--- src/rtl/mdu_pkg.sv ---
// Shared types and constants for the M-extension issue controller.
// Optional feature macro used by the top: MDU_DIVZERO_FAST_EN.
package mdu_pkg;

  typedef enum logic [1:0] {
    ST_IDLE  = 2'd0,
    ST_ISSUE = 2'd1,
    ST_WAIT  = 2'd2,
    ST_RESP  = 2'd3
  } mdu_state_e;

  localparam logic [2:0] F3_MUL    = 3'b000;
  localparam logic [2:0] F3_MULH   = 3'b001;
  localparam logic [2:0] F3_MULHSU = 3'b010;
  localparam logic [2:0] F3_MULHU  = 3'b011;
  localparam logic [2:0] F3_DIV    = 3'b100;
  localparam logic [2:0] F3_DIVU   = 3'b101;
  localparam logic [2:0] F3_REM    = 3'b110;
  localparam logic [2:0] F3_REMU   = 3'b111;

  // RISC-V quotient for a zero divisor
  localparam logic [31:0] DIVZERO_QUOT = 32'hFFFF_FFFF;

endpackage

--- src/rtl/mdu_issue_ctrl_op_decode.sv ---
// funct3 decode: selects the target unit and the 2-bit operation type.
module mdu_op_decode
  import mdu_pkg::*;
(
  input  logic [2:0] funct3,
  output logic       is_div,
  output logic [1:0] unit_type
);

  assign is_div    = (funct3 == F3_DIV) || (funct3 == F3_DIVU) ||
                     (funct3 == F3_REM) || (funct3 == F3_REMU);
  assign unit_type = funct3[1:0];

endmodule

--- src/rtl/mdu_issue_ctrl.sv ---
// Issue controller between the CPU and separate multiplier / divider units.
// Optional: MDU_DIVZERO_FAST_EN answers divide-by-zero without the divider.
module mdu_issue_ctrl
  import mdu_pkg::*;
(
  input  logic        clk,
  input  logic        rst_n,
  input  logic        req_valid,
  output logic        req_ready,
  input  logic [2:0]  req_funct3,
  input  logic [31:0] req_rs1,
  input  logic [31:0] req_rs2,
  output logic        rsp_valid,
  input  logic        rsp_ready,
  output logic [31:0] rsp_data,
  output logic [1:0]  unit_type,
  output logic [31:0] unit_op_a,
  output logic [31:0] unit_op_b,
  output logic        mul_in_valid,
  input  logic [31:0] mul_out,
  input  logic        mul_out_valid,
  input  logic        mul_busy,
  output logic        mul_cpu_busy,
  output logic        div_in_valid,
  input  logic [31:0] div_out,
  input  logic        div_out_valid,
  input  logic        div_busy,
  output logic        div_cpu_busy,
  output mdu_state_e  dbg_state
);

  // Handshakes (req_*, rsp_*): a transfer happens on a rising edge where
  // valid and ready are both high; the sender holds valid and payload until then.

  mdu_state_e  state_q, state_d;
  logic        div_q;
  logic [1:0]  type_q;
  logic [31:0] op_a_q, op_b_q, rsp_data_q;
  logic        dec_div;
  logic [1:0]  dec_type;
  logic        accept, fast_zero;
  logic        tgt_busy, tgt_out_valid;
  logic [31:0] tgt_out;
  logic        cpu_busy;

  mdu_op_decode u_op_decode (
    .funct3    (req_funct3),
    .is_div    (dec_div),
    .unit_type (dec_type)
  );

  assign accept = req_valid && (state_q == ST_IDLE);

`ifdef MDU_DIVZERO_FAST_EN
  assign fast_zero = dec_div && (req_rs2 == 32'd0);
`else
  assign fast_zero = 1'b0;
`endif

  assign tgt_busy      = div_q ? div_busy      : mul_busy;
  assign tgt_out_valid = div_q ? div_out_valid : mul_out_valid;
  assign tgt_out       = div_q ? div_out       : mul_out;

  always_ff @(posedge clk or negedge rst_n) begin
    if (!rst_n) begin
      state_q <= ST_IDLE;
    end else begin
      state_q <= state_d;
    end
  end

  always_ff @(posedge clk or negedge rst_n) begin
    if (!rst_n) begin
      div_q      <= 1'b0;
      type_q     <= 2'b00;
      op_a_q     <= 32'd0;
      op_b_q     <= 32'd0;
      rsp_data_q <= 32'd0;
    end else begin
      if (accept) begin
        div_q  <= dec_div;
        type_q <= dec_type;
        op_a_q <= req_rs1;
        op_b_q <= req_rs2;
      end
      // REM/REMU (type[1]=1) return the dividend on a zero divisor
      if (accept && fast_zero) begin
        rsp_data_q <= dec_type[1] ? req_rs1 : DIVZERO_QUOT;
      end else if ((state_q == ST_WAIT) && tgt_out_valid) begin
        rsp_data_q <= tgt_out;
      end
    end
  end

  always_comb begin
    state_d      = state_q;
    req_ready    = 1'b0;
    rsp_valid    = 1'b0;
    mul_in_valid = 1'b0;
    div_in_valid = 1'b0;
    cpu_busy     = 1'b1;
    case (state_q)
      ST_IDLE: begin
        req_ready = 1'b1;
        if (req_valid) begin
          state_d = fast_zero ? ST_RESP : ST_ISSUE;
        end
      end
      ST_ISSUE: begin
        if (!tgt_busy) begin
          mul_in_valid = !div_q;
          div_in_valid = div_q;
          state_d      = ST_WAIT;
        end
      end
      ST_WAIT: begin
        cpu_busy = 1'b0;
        if (tgt_out_valid) begin
          state_d = ST_RESP;
        end
      end
      ST_RESP: begin
        rsp_valid = 1'b1;
        if (rsp_ready) begin
          state_d = ST_IDLE;
        end
      end
      default: state_d = ST_IDLE;
    endcase
  end

  assign rsp_data     = rsp_data_q;
  assign unit_type    = type_q;
  assign unit_op_a    = op_a_q;
  assign unit_op_b    = op_b_q;
  assign mul_cpu_busy = cpu_busy;
  assign div_cpu_busy = cpu_busy;
  assign dbg_state    = state_q;

endmodule

--- config.mk ---
export PLATFORM = sky130hd
export DESIGN_NAME = mdu_issue_ctrl
export DESIGN_NICKNAME = d
export VERILOG_FILES = /design/src/rtl/mdu_pkg.sv /design/src/rtl/mdu_issue_ctrl_op_decode.sv /design/src/rtl/mdu_issue_ctrl.sv
export SDC_FILE = /design/constraint.sdc
export NUM_CORES = 1
export LEC_CHECK = 0
export CAP_MARGIN = 20
export CORE_UTILIZATION = 28
export DETAILED_ROUTE_END_ITERATION = 6
export GPL_ROUTABILITY_DRIVEN = 0
export SLEW_MARGIN = 10
export SYNTH_ARGS = -nofsm -noshare
export SYNTH_HDL_FRONTEND = slang
export SYNTH_SLANG_ARGS = --single-unit
--- constraint.sdc ---
create_clock -name clk -period 2.5 [get_ports clk]
set_clock_uncertainty 0.1 [all_clocks]
set_input_delay 0.5 -clock clk [delete_from_list [all_inputs] [get_ports clk]]
set_output_delay 0.5 -clock clk [all_outputs]
set_load 0.05 [all_outputs]
# Yosys cells after proc, flatten, opt, wreduce, memory -nomap -nowiden
# Cells that the tools add are included.
# word_totals
inputBits	139
wordCells	40
register_bits	101
out_inout_bits	106
# classes
n_eq_ne	11
reduce_logical	8
muxes	15
# op_table
operator	count
32-bit two-way mux	1
3-bit equality test, second input constant	4
1-bit two-way mux	9
2-bit two-way mux	4
2-bit inequality test, second input constant	4
2-bit one-hot mux with 4 select lines	1
2-bit equality test, second input constant	2
4-bit AND reduction	1
1-bit logical OR	3
2-bit by 1-bit equality test with 1-bit output, second input constant	1
1-bit logical AND	2
2-bit zero test	1
1-bit zero test	1

# Logic depth before layout (Yosys ltp)
# logic_depth
word_depth	4
depth_mapped	6
ltp_nobuf	5

# By module
# A second synthesis with hierarchy kept.
# hier_totals
hier_cells	307
area_unflattened_um2	4240.3
# modules_own_cells
module	seq_area_each_um2	cells_each	area_per_inst_um2	n_inst
mdu_issue_ctrl	2527.4	304	4221.5	1
mdu_op_decode	0.0	3	18.8	1

# Worst setup path after synthesis
# Ideal clock, no wire load.
# synth_path
kind	register to output
from	reg state_q[1], in the netlist dbg_state[1]
to	out mul_in_valid
n_path_buf	0
stages_incl_launch_ff	4
t_required_ns	1.900
path_slack_ns	-0.253
arrival_time_ns	2.153
path_cell_list	dfrtp_1 > inv_1 > ha_1 > nor3b_1
# synth_between
elab_chain_cells	2
# synth_rtl
element	line_no	rtl
from (decl)	mdu_issue_ctrl.sv:35	mdu_state_e state_q, state_d;
from (signal assigned)	mdu_issue_ctrl.sv:68	state_q <= state_d;
2-bit by 1-bit equality test with 1-bit output	mdu_issue_ctrl.sv:102	case (state_q)
1-bit two-way mux	mdu_issue_ctrl.sv:102	
to (decl)	mdu_issue_ctrl.sv:19	output logic mul_in_valid,
# No other way between the ends.

# Worst setup path after layout
# layout_path
from	reg state_q[1], in the netlist dbg_state[1]
to	out rsp_valid
# layout_between
elab_chain_cells	2
# layout_rtl
element	line_no	rtl
2-bit equality test	mdu_issue_ctrl.sv:102	
1-bit two-way mux	mdu_issue_ctrl.sv:102	
to (decl)	mdu_issue_ctrl.sv:13	output logic rsp_valid,
# No other way between the ends.

==> flow_summary.yaml <==
final_layout:
  diodes: 0
  nets: 693
  multi_input_comb_area_mm2: 0.001559
  postLayoutCoreUtil: 0.4922
  syn2layout_area_growth_pct: 70.75
  nFillCells: 1305
  seq_area_mm2: 0.002529
  finalNonFillerCells: 738
  layout-drive-gt1-share: 0.06498
logic_synthesis:
  netlist_top_cells_count: "101 x dfrtp_1, 67 x mux2_1, 33 x nand2_1"
  syn_inst: 304
  yosysTopAreaCell: "dfrtp_1"
  ys_seq_area_frac: 0.5987
  syn_area_per_cell_um2: 13.89
  yosysTopAreaCellShare: 0.5987
  synth.distinct_cells: 18
  synth_area_leaders: "dfrtp_1 60%, mux2_1 18%, mux2i_1 7.6%"
  ys.flop_type: "dfrtp_1"
  synth_seq_cells: 101
  synth_nets: 448
  yosysMostFrequentCell: "dfrtp_1"
  ys_async_sr_fraction: 1.000
  syn-cell-area_mm2: 0.004222
  synth_edf_count: 0
  ys_warn_count: 0
setup_path:
  crit_path_max_incr_delay_ps: 820
  cp_max_fo: 5
  crit_type: "reg -> out"
  critical-path-top-delay-family: "buffers and inverters"
  worstSetupStartpointType: "flip-flop"
  required_ps: 1900
  arrival_ps: 1780
  path_cells: "ha_1 > clkdlybuf4s50_1"
  cp-end-kind: "output pin"
  crit_slowest_cell: "clkdlybuf4s50_1"
  cp_num_buf_inv: 1
clocking:
  clk-insertion-delay-late_ps: 340
  cts_setup_buffers: 0
  htreeDepth: 3
  clk_pin_slew_ps: 60
  cts_tree: "done"
  cts_sinks: 101
  clock_path_buffers: 2
  numCtsBuffers: 9
  postCtsResizedCells: 0
  cts-root-buf: "clkbuf_16"
worst_hold_path:
  min_path_type: "reg -> reg"
global_route:
  grt_use_total: 0.1539
  grt_first_pass_wirelength_mm: 18.42
  antenna_found_initial: 0
  grt_pass1_vias: 3481
  grt_max_degree: 57
  overflow: 0
placement:
  pre_cts_ws_ps: 331.9
  hpwl_mm: 8.930
  place.port_buffers: 244
  placedCellCount: 721
sta:
  finalSetupViolations: 0
  tightest_slew_ps: 553.1
  fin_crit_sh: 0.9503
  slew_headroom: 0.6301
  finalSetupTns_ps: 0
  fmax_mhz: 420.9
  worst_slack_ps: 124.3
  hold_viol_final: 0
  fin_crit_ps: 2376
  grt_setup_unrepaired: "false"
  drv_slew: 0
power_and_ir_drop:
  ir_drop_uv: 516.8
  p_leak_nw: 3.105
  p_per_area_mw_per_mm2: 1530
route:
  drc: 34
  wl_met1_mm: 4.619
  first_pass_iters: 7
  wl_met2_mm: 5.196
  viasPerCell: 4.394
  ant_nets: 0
  drt_iter0_drc: 130
  num_vias: 3243
  wl_mm: 11.31
  wl_met3_mm: 1.325
  routed.top_layer: "met4"
  avgRoutedWirePerCell_um: 15.32
floorplan:
  die_h_um: 124.8
  die_x_um: 124.8
  start_util: 0.2883
  rows: 44
  core_mm2: 0.01464
  die-area_mm2: 0.01557
  pin_count: 245
run_status:
  status: "finished with violations"
  violations: "DRC"
run:
  drv_cap: 0
-- placed cells by master (no fill, tap or decap), drive strengths merged --
cell	n
clkdlybuf4s50	238
mux2	70
dfrtp	101
a32oi	1
o21ai	32
o211ai	1
mux2i	32
inv	5
nor3b	1
buf	13
nand2	35
clkinvlp	1
dlygate4sd3	1
and3b	1
bufinv	1
clkinv	2
a22oi	1
nor2	1
clkbuf	12
ha	5
-- cells by family after synthesis --
family / share of synthesized area
compound gates: 0.04683
flops: 0.5987
simple gates: 0.03942
fa+ha+maj: 0.01482
buf+inv: 0.03497
mux: 0.2653
-- where the power goes --
| group | internal (mW) | switching (mW) |
|---|---|---|
| Combinational | 2.43 | 4.29 |
| Clock | 0.801 | 0.581 |
| Sequential | 2.46 | 0.467 |
-- metrics by stage --
stage / total power, mW / hold slack, ps / cell area [um2]
finish: 11.03 / 389.3 / 7208
global route: 11.59 / 401.1 / 7208
CTS: 11.17 / 390.2 / 7208
detailed placement: 9.739 / 255.1 / 6904
global placement: 9.634 / 251.2 / 6904
floorplan: 7.319 / 104.4 / 4227
-- flip-flops by register name (all words and copies together), names as in the netlist --
name       count
rsp_data      32
unit_op_a     32
unit_op_b     32
dbg_state      2
unit_type      2
div_q          1
-- what timing repair did --
action / in CTS / in global routing
hold endpoints to repair: 10 / 0
hold buffers: 1 / 0
endpoints found under the setup margin: 0 / 0
-- worst min-delay path, delay by kind of cell (launching register included) --
family	cells	cell delay, ps
flops	1	340
compound gates	1	60
simple gates	1	50
-- worst paths after layout --
check / from / endpoint / slack, ps / cells past startpoint
worst max-delay path: dbg_state[1] / rsp_valid / 120 / 2
worst min-delay path: rsp_data[1] / rsp_data[1] / 390 / 2
worst max register to register: dbg_state[1] / unit_op_a[31] / 570 / 5
worst min register to register: rsp_data[1] / rsp_data[1] / 390 / 2
max in group asynchronous: rst_n / unit_op_b[16] / 1190 / 3
min in group asynchronous: rst_n / rsp_data[13] / 430 / 2
-- routing by layer --
metal,GRT usage,vias to the layer above
met1,0.1760,1526
met4,0.06100,0
met5,0,-
li1,-,1536
met3,0.06744,11
met2,0.2518,170
-- final cells by class --
type | instances | area share
inverters | 5 | 0.002604
flip-flops and latches | 101 | 0.3508
clock inverters | 4 | 0.006596
clock buffers | 12 | 0.03420
well taps | 184 | 0.03194
repair buffers | 252 | 0.3576
multi-input cells | 180 | 0.2163
Power figures use the tool's default switching activity.
